--- src/rtl/regfile_multiport.sv ---
// Two-write, two-read register file with per-register busy scoreboard; register 0 reads as zero.
// Define REGFILE_BYPASS_EN to forward same-cycle write data (and busy clears) onto the read ports.
module regfile_multiport #(
    parameter int WIDTH      = 32,
    parameter int ADDR_WIDTH = 5
) (
    input  logic                  Clk,
    input  logic                  Reset,
    input  logic                  WriteEnA,
    input  logic [ADDR_WIDTH-1:0] WriteRegA,
    input  logic [WIDTH-1:0]      WriteDataA,
    input  logic                  WriteEnB,
    input  logic [ADDR_WIDTH-1:0] WriteRegB,
    input  logic [WIDTH-1:0]      WriteDataB,
    input  logic [ADDR_WIDTH-1:0] ReadRegister1,
    input  logic [ADDR_WIDTH-1:0] ReadRegister2,
    output logic [WIDTH-1:0]      ReadData1,
    output logic [WIDTH-1:0]      ReadData2,
    input  logic                  ReserveEn,
    input  logic [ADDR_WIDTH-1:0] ReserveReg,
    output logic                  Busy1,
    output logic                  Busy2,
    output logic                  Conflict
);
    localparam int DEPTH = 1 << ADDR_WIDTH;

    logic [WIDTH-1:0]      regs_q  [DEPTH];
    logic [WIDTH-1:0]      regs_d  [DEPTH];
    logic                  busy_q  [DEPTH];
    logic                  busy_d  [DEPTH];
    logic                  conflict_q;
    logic                  conflict_d;

    logic [ADDR_WIDTH-1:0] rd_addr [2];
    logic [WIDTH-1:0]      rd_data [2];
    logic                  rd_busy [2];

    genvar gi;
    generate
        for (gi = 0; gi < DEPTH; gi++) begin : g_reg
            if (gi == 0) begin : g_zero
                assign regs_d[gi] = '0;
                assign busy_d[gi] = 1'b0;
            end else begin : g_live
                logic hit_a;
                logic hit_b;
                logic hit_res;
                assign hit_a   = WriteEnA  && (WriteRegA  == ADDR_WIDTH'(gi));
                assign hit_b   = WriteEnB  && (WriteRegB  == ADDR_WIDTH'(gi));
                assign hit_res = ReserveEn && (ReserveReg == ADDR_WIDTH'(gi));
                // Port B wins a same-address collision.
                assign regs_d[gi] = hit_b ? WriteDataB : (hit_a ? WriteDataA : regs_q[gi]);
                // A new reservation outranks the completion of the previous producer.
                assign busy_d[gi] = hit_res ? 1'b1 : ((hit_a || hit_b) ? 1'b0 : busy_q[gi]);
            end
        end
    endgenerate

    always_comb begin
        conflict_d = WriteEnA && WriteEnB && (WriteRegA == WriteRegB) && (WriteRegA != '0);
    end

    always_ff @(posedge Clk) begin
        if (Reset) begin
            for (int i = 0; i < DEPTH; i++) begin
                regs_q[i] <= '0;
                busy_q[i] <= 1'b0;
            end
            conflict_q <= 1'b0;
        end else begin
            for (int i = 0; i < DEPTH; i++) begin
                regs_q[i] <= regs_d[i];
                busy_q[i] <= busy_d[i];
            end
            conflict_q <= conflict_d;
        end
    end

    assign rd_addr[0] = ReadRegister1;
    assign rd_addr[1] = ReadRegister2;

    generate
        for (gi = 0; gi < 2; gi++) begin : g_rd
`ifdef REGFILE_BYPASS_EN
            logic hit_a;
            logic hit_b;
            logic hit_res;
            assign hit_a   = WriteEnA  && (WriteRegA  == rd_addr[gi]);
            assign hit_b   = WriteEnB  && (WriteRegB  == rd_addr[gi]);
            assign hit_res = ReserveEn && (ReserveReg == rd_addr[gi]);
`endif
            always_comb begin
                rd_data[gi] = regs_q[rd_addr[gi]];
                rd_busy[gi] = busy_q[rd_addr[gi]];
`ifdef REGFILE_BYPASS_EN
                if (rd_addr[gi] != '0) begin
                    if (hit_b) begin
                        rd_data[gi] = WriteDataB;
                    end else if (hit_a) begin
                        rd_data[gi] = WriteDataA;
                    end
                    if ((hit_a || hit_b) && !hit_res) begin
                        rd_busy[gi] = 1'b0;
                    end
                end
`endif
            end
        end
    endgenerate

    assign ReadData1 = rd_data[0];
    assign ReadData2 = rd_data[1];
    assign Busy1     = rd_busy[0];
    assign Busy2     = rd_busy[1];
    assign Conflict  = conflict_q;

endmodule
--- config.mk ---
export PLATFORM = sky130hd
export DESIGN_NAME = regfile_multiport
export DESIGN_NICKNAME = d
export VERILOG_FILES = /design/src/rtl/regfile_multiport.sv
export SDC_FILE = /design/constraint.sdc
export NUM_CORES = 2
export LEC_CHECK = 0
export CAP_MARGIN = 20
export CORE_MARGIN = 2
export CORE_UTILIZATION = 45
export CTS_BUF_LIST = sky130_fd_sc_hd__clkbuf_16
export DETAILED_ROUTE_END_ITERATION = 16
export HOLD_SLACK_MARGIN = 0.12
export PLACE_DENSITY = 0.59
export SLEW_MARGIN = 0
export SYNTH_ARGS = -nofsm -noshare
export SYNTH_HDL_FRONTEND = slang
export SYNTH_SLANG_ARGS = --single-unit
--- constraint.sdc ---
create_clock -name Clk -period 9.8 [get_ports Clk]
set_clock_uncertainty 0.15 [all_clocks]
set_input_delay 1.47 -clock Clk [delete_from_list [all_inputs] [get_ports Clk]]
set_output_delay 1.47 -clock Clk [all_outputs]
set_load 0.05 [all_outputs]
=== Word level (Yosys, flattened, before mapping) ===
Memories as Yosys holds them, arrays and structs flattened.
Cells that the tools add are included.
Widths: inputs -> output; s select.

* Register bits after elaboration: 1
* Bits in writable memories: 1056
* Memories: 2

* Eq/ne operators: 156
* Muxes and demuxes: 191
* Bitwise operators: 64
* Reduce and logical (&&, ||, !) cells: 190

{| class="wikitable"
|+ Memory list
! memory !! depth !! bits a word !! read ports !! clocked after memory_dff !! wr ports !! line !! source
|-
| regs_q || 32 || 32 || 2 || 0 || 32 || 27 || <nowiki>logic [WIDTH-1:0] regs_q [DEPTH];</nowiki>
|-
| busy_q || 32 || 1 || 2 || 0 || 32 || 29 || <nowiki>logic busy_q [DEPTH];</nowiki>
|}

{| class="wikitable"
|+ Operator list
! operator !! number
|-
| $mux 32 || 94
|-
| $eq 5x5->1 const B || 48
|-
| $ne 2x2->1 const B || 62
|-
| $reduce_and 2->1 || 62
|-
| $eq 5x4->1 const B || 24
|-
| $mux 1 || 97
|-
| $logic_and 1x1->1 || 96
|-
| $or 1x1->1 || 64
|-
| $eq 5x3->1 const B || 12
|-
| $logic_or 1x1->1 || 31
|-
| $eq 5x2->1 const B || 6
|-
| $eq 5x1->1 const B || 3
|-
| $eq 5x5->1 || 1
|-
| $reduce_bool 5->1 || 1
|}

=== Logic depth before layout (Yosys ltp) ===
* Depth in word-level cells: 6
* Depth in mapped cells: 9

=== Worst setup path before layout ===
No wires, ideal clock.

* Path kind: input-to-output
* Start point: input ReadRegister2[0]
* End point: output ReadData2[11]
* Arrival time: 3891 ps
* Path slack: 4289 ps
* Stages on the path: 8
* Path buffers: 5
* Path through: buf_2 > buf_2 > buf_4 > buf_4 > buf_1 > a22o_1 > a211oi_1 > o31ai_1

* Word-level cells in the longest chain between the ends: 1

{| class="wikitable"
|+ RTL lines
! what !! line !! source
|-
| from (decl) || 16 || <nowiki>input logic [ADDR_WIDTH-1:0] ReadRegister2,</nowiki>
|-
| $mem_v2 32x32 || -- ||
|-
| to (decl) || 18 || <nowiki>output logic [WIDTH-1:0] ReadData2,</nowiki>
|}

Every way passes these cells.

=== Worst setup path after layout ===
* Start point: input ReadRegister2[3]
* End point: output ReadData2[14]

Same word-level chain as after synthesis.

==> flow_metrics.py <==
metrics = {
    "sta": {
        "final_max_slew_viol_count": 0,
        "hold_viol": 0,
        "setup_total_negative_slack_ns": 0,
        "post-route-min-period_ns": 7.35,
        "timing.slew.headroom": 0.116,
        "postLayoutSetupSlackWorst_ns": 2.45,
        "final.hold.worst_slack_ns": 1.17,
        "clock.fmax_ghz": 0.136,
        "rsz0062_at_grt": "no",
        "report.final.setup_viol": 0,
        "worst_slew_pin_slew_ns": 1.32,
        "period_share": 0.750,
    },
    "synth": {
        "synth_top_area_frac": 0.486,
        "yosysWarningCount": 0,
        "yosys_register_bits": 1025,
        "post-synth-top-area-cell": "sky130_fd_sc_hd__edfxtp_1",
        "yosysUniqueCellTypes": 46,
        "seq_area_frac_synth": 0.487,
        "async_flop_share": 0,
        "top_post_synthesis_cells_by_area": "sky130_fd_sc_hd__edfxtp_1 49%, sky130_fd_sc_hd__mux4_2 14%, sky130_fd_sc_hd__nand2_1 12%",
        "netlist_area_um2": 63200,
        "synth.avg_cell_area_um2": 10.2,
        "synth_enable_flop_cells": 1023,
        "synth_ff_type": "sky130_fd_sc_hd__edfxtp_1",
        "syn-instance-count": 6194,
        "synth.net_count": 6288,
    },
    "final_layout": {
        "layout.filler_cells": 12200,
        "area_growth_pct": 10.7,
        "layout.core_utilization": 0.502,
        "design.final.nets": 6040,
        "drive_above_1_share": 0.152,
    },
    "floorplanning": {
        "floorplan.die.width_um": 379,
        "floorplan.initialDensity": 0.453,
        "boundaryPins": 161,
        "floorplan.die.height_um": 379,
        "die_area_um2": 143000,
        "placementRows": 137,
        "placeableCoreArea_um2": 139000,
    },
    "power_and_ir_drop": {
        "max-vdd-ir-drop_mv": 0.142,
        "power_leakage_nw": 25.0,
        "powerDensity_nw_per_um2": 167,
    },
    "clock_tree": {
        "clock_path_buffers": 3,
        "cts_clock_pin_slew_for_the_worst_setup_and_hold_paths_ns": 0.06,
        "ctsResizeCount": 0,
        "htree_num_levels": 3,
        "clock-sinks": 1025,
        "numCtsBuffers": 112,
        "cts.hold.buffers_added": 0,
        "post_cts.repair.setup_buffers": 0,
        "cts_tree": "done",
        "ctsRootBufferMaster": "sky130_fd_sc_hd__clkbuf_16",
    },
    "setup_path": {
        "cp.required_ns": 8.18,
        "timing.setup.critical_path_class": "input pin to output pin",
        "crit_path_end_kind": "output pin",
        "worst_ep_arrival_time_ns": 5.73,
        "worst_setup_startpoint": "ReadRegister2[3]",
        "critical_path.max_fanout": 37,
        "critPathLaunchType": "input pin",
    },
    "place": {
        "routabilityCongestion": 0.935,
        "place_hpwl_um": 149000,
        "place_worst_setup_slack_ns": 2.63,
        "io_buffers": 160,
    },
    "global_route": {
        "global_route_total_usage_across_every_layer": 0.365,
        "grt_antenna_before_repair": 6,
        "globalRoute.totalOverflow": 0,
        "grt_start_max_net_pins": 185,
        "first_pass_grt_wire_length_um": 376000,
        "grt_pass1_vias": 53000,
    },
    "drt": {
        "finalWirelength_um": 266000,
        "routed_via_density": 6.93,
        "detailed_router_s_first_iteration_violation_count": 9893,
        "detailroute.via_count": 54900,
        "wl_per_cell_um": 33.7,
        "final_antenna_net_count": 0,
        "detailedRoute.firstPassIterationCount": 8,
        "drc_errors": 0,
    },
    "flow_run": {
        "cap_viol_max_count": 0,
    },
    "hold_path": {
        "hold_path.class": "input pin to flip-flop",
        "hold_path.startpoint": "Reset",
    },
    "run_status": {
        "status": "completed",
    },
}
-- logic make-up (layout without fill, tap and decap cells) --
| group | after synthesis | after routing | synth area share |
|---|---|---|---|
| AO/OA/AOI/OAI | 1503 | 1503 | 0.139 |
| XOR/XNOR | 4 | 4 | 0.000555 |
| buffers and inverters | 731 | 574 | 0.0455 |
| flip-flops | 1025 | 1025 | 0.487 |
| multiplexers | 663 | 663 | 0.186 |
| other | 1 | 2 | 0.0000593 |
| AND/OR/NAND/NOR | 2267 | 2267 | 0.142 |
-- power by group --
group / internal, mW / switching [mW]
logic: 0.745 / 1.30
registers: 5.18 / 0.164
clock network: 2.42 / 1.89
total: 8.35 / 3.35
-- Yosys cell counts, types with 2 or more instances --
cell,instances
sky130_fd_sc_hd__or2_2,6
sky130_fd_sc_hd__nand2_1,2041
sky130_fd_sc_hd__mux2i_1,194
sky130_fd_sc_hd__buf_1,102
sky130_fd_sc_hd__inv_1,3
sky130_fd_sc_hd__a22o_1,191
sky130_fd_sc_hd__and4bb_2,2
sky130_fd_sc_hd__nor2_1,70
sky130_fd_sc_hd__o31ai_1,65
sky130_fd_sc_hd__nand4_1,5
sky130_fd_sc_hd__nor2b_1,13
sky130_fd_sc_hd__o21bai_1,31
sky130_fd_sc_hd__or4b_1,2
sky130_fd_sc_hd__o21ai_0,64
sky130_fd_sc_hd__buf_2,73
sky130_fd_sc_hd__xnor2_1,3
sky130_fd_sc_hd__buf_4,10
sky130_fd_sc_hd__o211ai_1,14
sky130_fd_sc_hd__clkbuf_1,543
sky130_fd_sc_hd__dfxtp_1,2
sky130_fd_sc_hd__nand4b_1,5
sky130_fd_sc_hd__and2_1,67
sky130_fd_sc_hd__a21oi_1,993
sky130_fd_sc_hd__o22ai_1,71
sky130_fd_sc_hd__nand3_1,18
sky130_fd_sc_hd__mux2_2,65
sky130_fd_sc_hd__edfxtp_1,1023
sky130_fd_sc_hd__nand2b_1,21
sky130_fd_sc_hd__nor4bb_1,3
sky130_fd_sc_hd__and4b_1,2
sky130_fd_sc_hd__nand4bb_1,4
sky130_fd_sc_hd__a21o_1,8
sky130_fd_sc_hd__a211oi_1,64
sky130_fd_sc_hd__mux4_2,404
-- registers in the layout, summed over array words and instances, names as in the netlist --
| signal | cells |
|---|---|
| busy_q | 32 |
| Conflict | 1 |
| regs_q | 992 |
-- worst max-delay path, stage by stage --
cell and delay [ns]:
sky130_fd_sc_hd__buf_4 0.45, sky130_fd_sc_hd__buf_4 0.58, sky130_fd_sc_hd__and2_2 0.97, sky130_fd_sc_hd__a22o_1 0.27
sky130_fd_sc_hd__o21ai_0 0.34, sky130_fd_sc_hd__o31ai_1 0.52, sky130_fd_sc_hd__clkdlybuf4s50_1 1.03
-- metal layers --
| layer | wire, µm | track usage | vias to the layer above |
|---|---|---|---|
| li1 | - | - | 22000 |
| met3 | 38000 | 0.0986 | 954 |
| met2 | 116000 | 0.542 | 5048 |
| met5 | 230 | 0.00961 | - |
| met1 | 93900 | 0.478 | 26800 |
| met4 | 18100 | 0.219 | 8 |
-- path summary, 6_finish.rpt --
check | to | slack [ns] | cells past startpoint
max | ReadData2[14] | 2.45 | 7
min | regs_q[30][5]$_SDFFCE_PP0P_ | 1.17 | 2
-- per-stage QoR --
stage                     instance area (µm²)  power [mW]  std cells
after detailed placement                66200        7.40       7701
after global routing                    69900        11.9       7914
after CTS                               69800        11.6       7906
final                                   69900        11.7       7914
after global placement                  66200        7.37       7697
after floorplan                         63200        6.64       6194
-- cell type report --
type / count / area (µm²) / share of cell area
Sequential cell: 1025 / 30800 / 0.440
Clock inverter: 88 / 658 / 0.00941
Antenna cell: 1 / 2.50 / 0.0000358
Multi-Input combinational cell: 4438 / 29900 / 0.428
Clock buffer: 117 / 2930 / 0.0419
Inverter: 3 / 11.3 / 0.000161
Tap cell: 1876 / 2350 / 0.0336
Timing Repair Buffer: 366 / 3260 / 0.0467
-- cell usage in the layout (no fill, tap or decap), types with 12 or more instances in the layout --
cell	Yosys	final
sky130_fd_sc_hd__clkbuf_16	0	117
sky130_fd_sc_hd__o31ai_1	65	65
sky130_fd_sc_hd__clkdlybuf4s50_1	0	139
sky130_fd_sc_hd__a211oi_1	64	64
sky130_fd_sc_hd__mux2_2	65	65
sky130_fd_sc_hd__nand2_1	2041	2033
sky130_fd_sc_hd__edfxtp_1	1023	1023
sky130_fd_sc_hd__a21oi_1	993	993
sky130_fd_sc_hd__mux2i_1	194	194
sky130_fd_sc_hd__nor2_4	0	33
sky130_fd_sc_hd__o21bai_1	31	31
sky130_fd_sc_hd__o22ai_1	71	71
sky130_fd_sc_hd__and2_1	67	65
sky130_fd_sc_hd__a22o_1	191	191
sky130_fd_sc_hd__mux4_2	404	404
sky130_fd_sc_hd__buf_4	10	196
sky130_fd_sc_hd__clkinv_1	0	29
sky130_fd_sc_hd__o21ai_0	64	64
sky130_fd_sc_hd__clkinv_2	0	12
sky130_fd_sc_hd__nor2_1	70	37
sky130_fd_sc_hd__inv_1	3	33
sky130_fd_sc_hd__o211ai_1	14	14
Power figures use the tool's default switching activity.
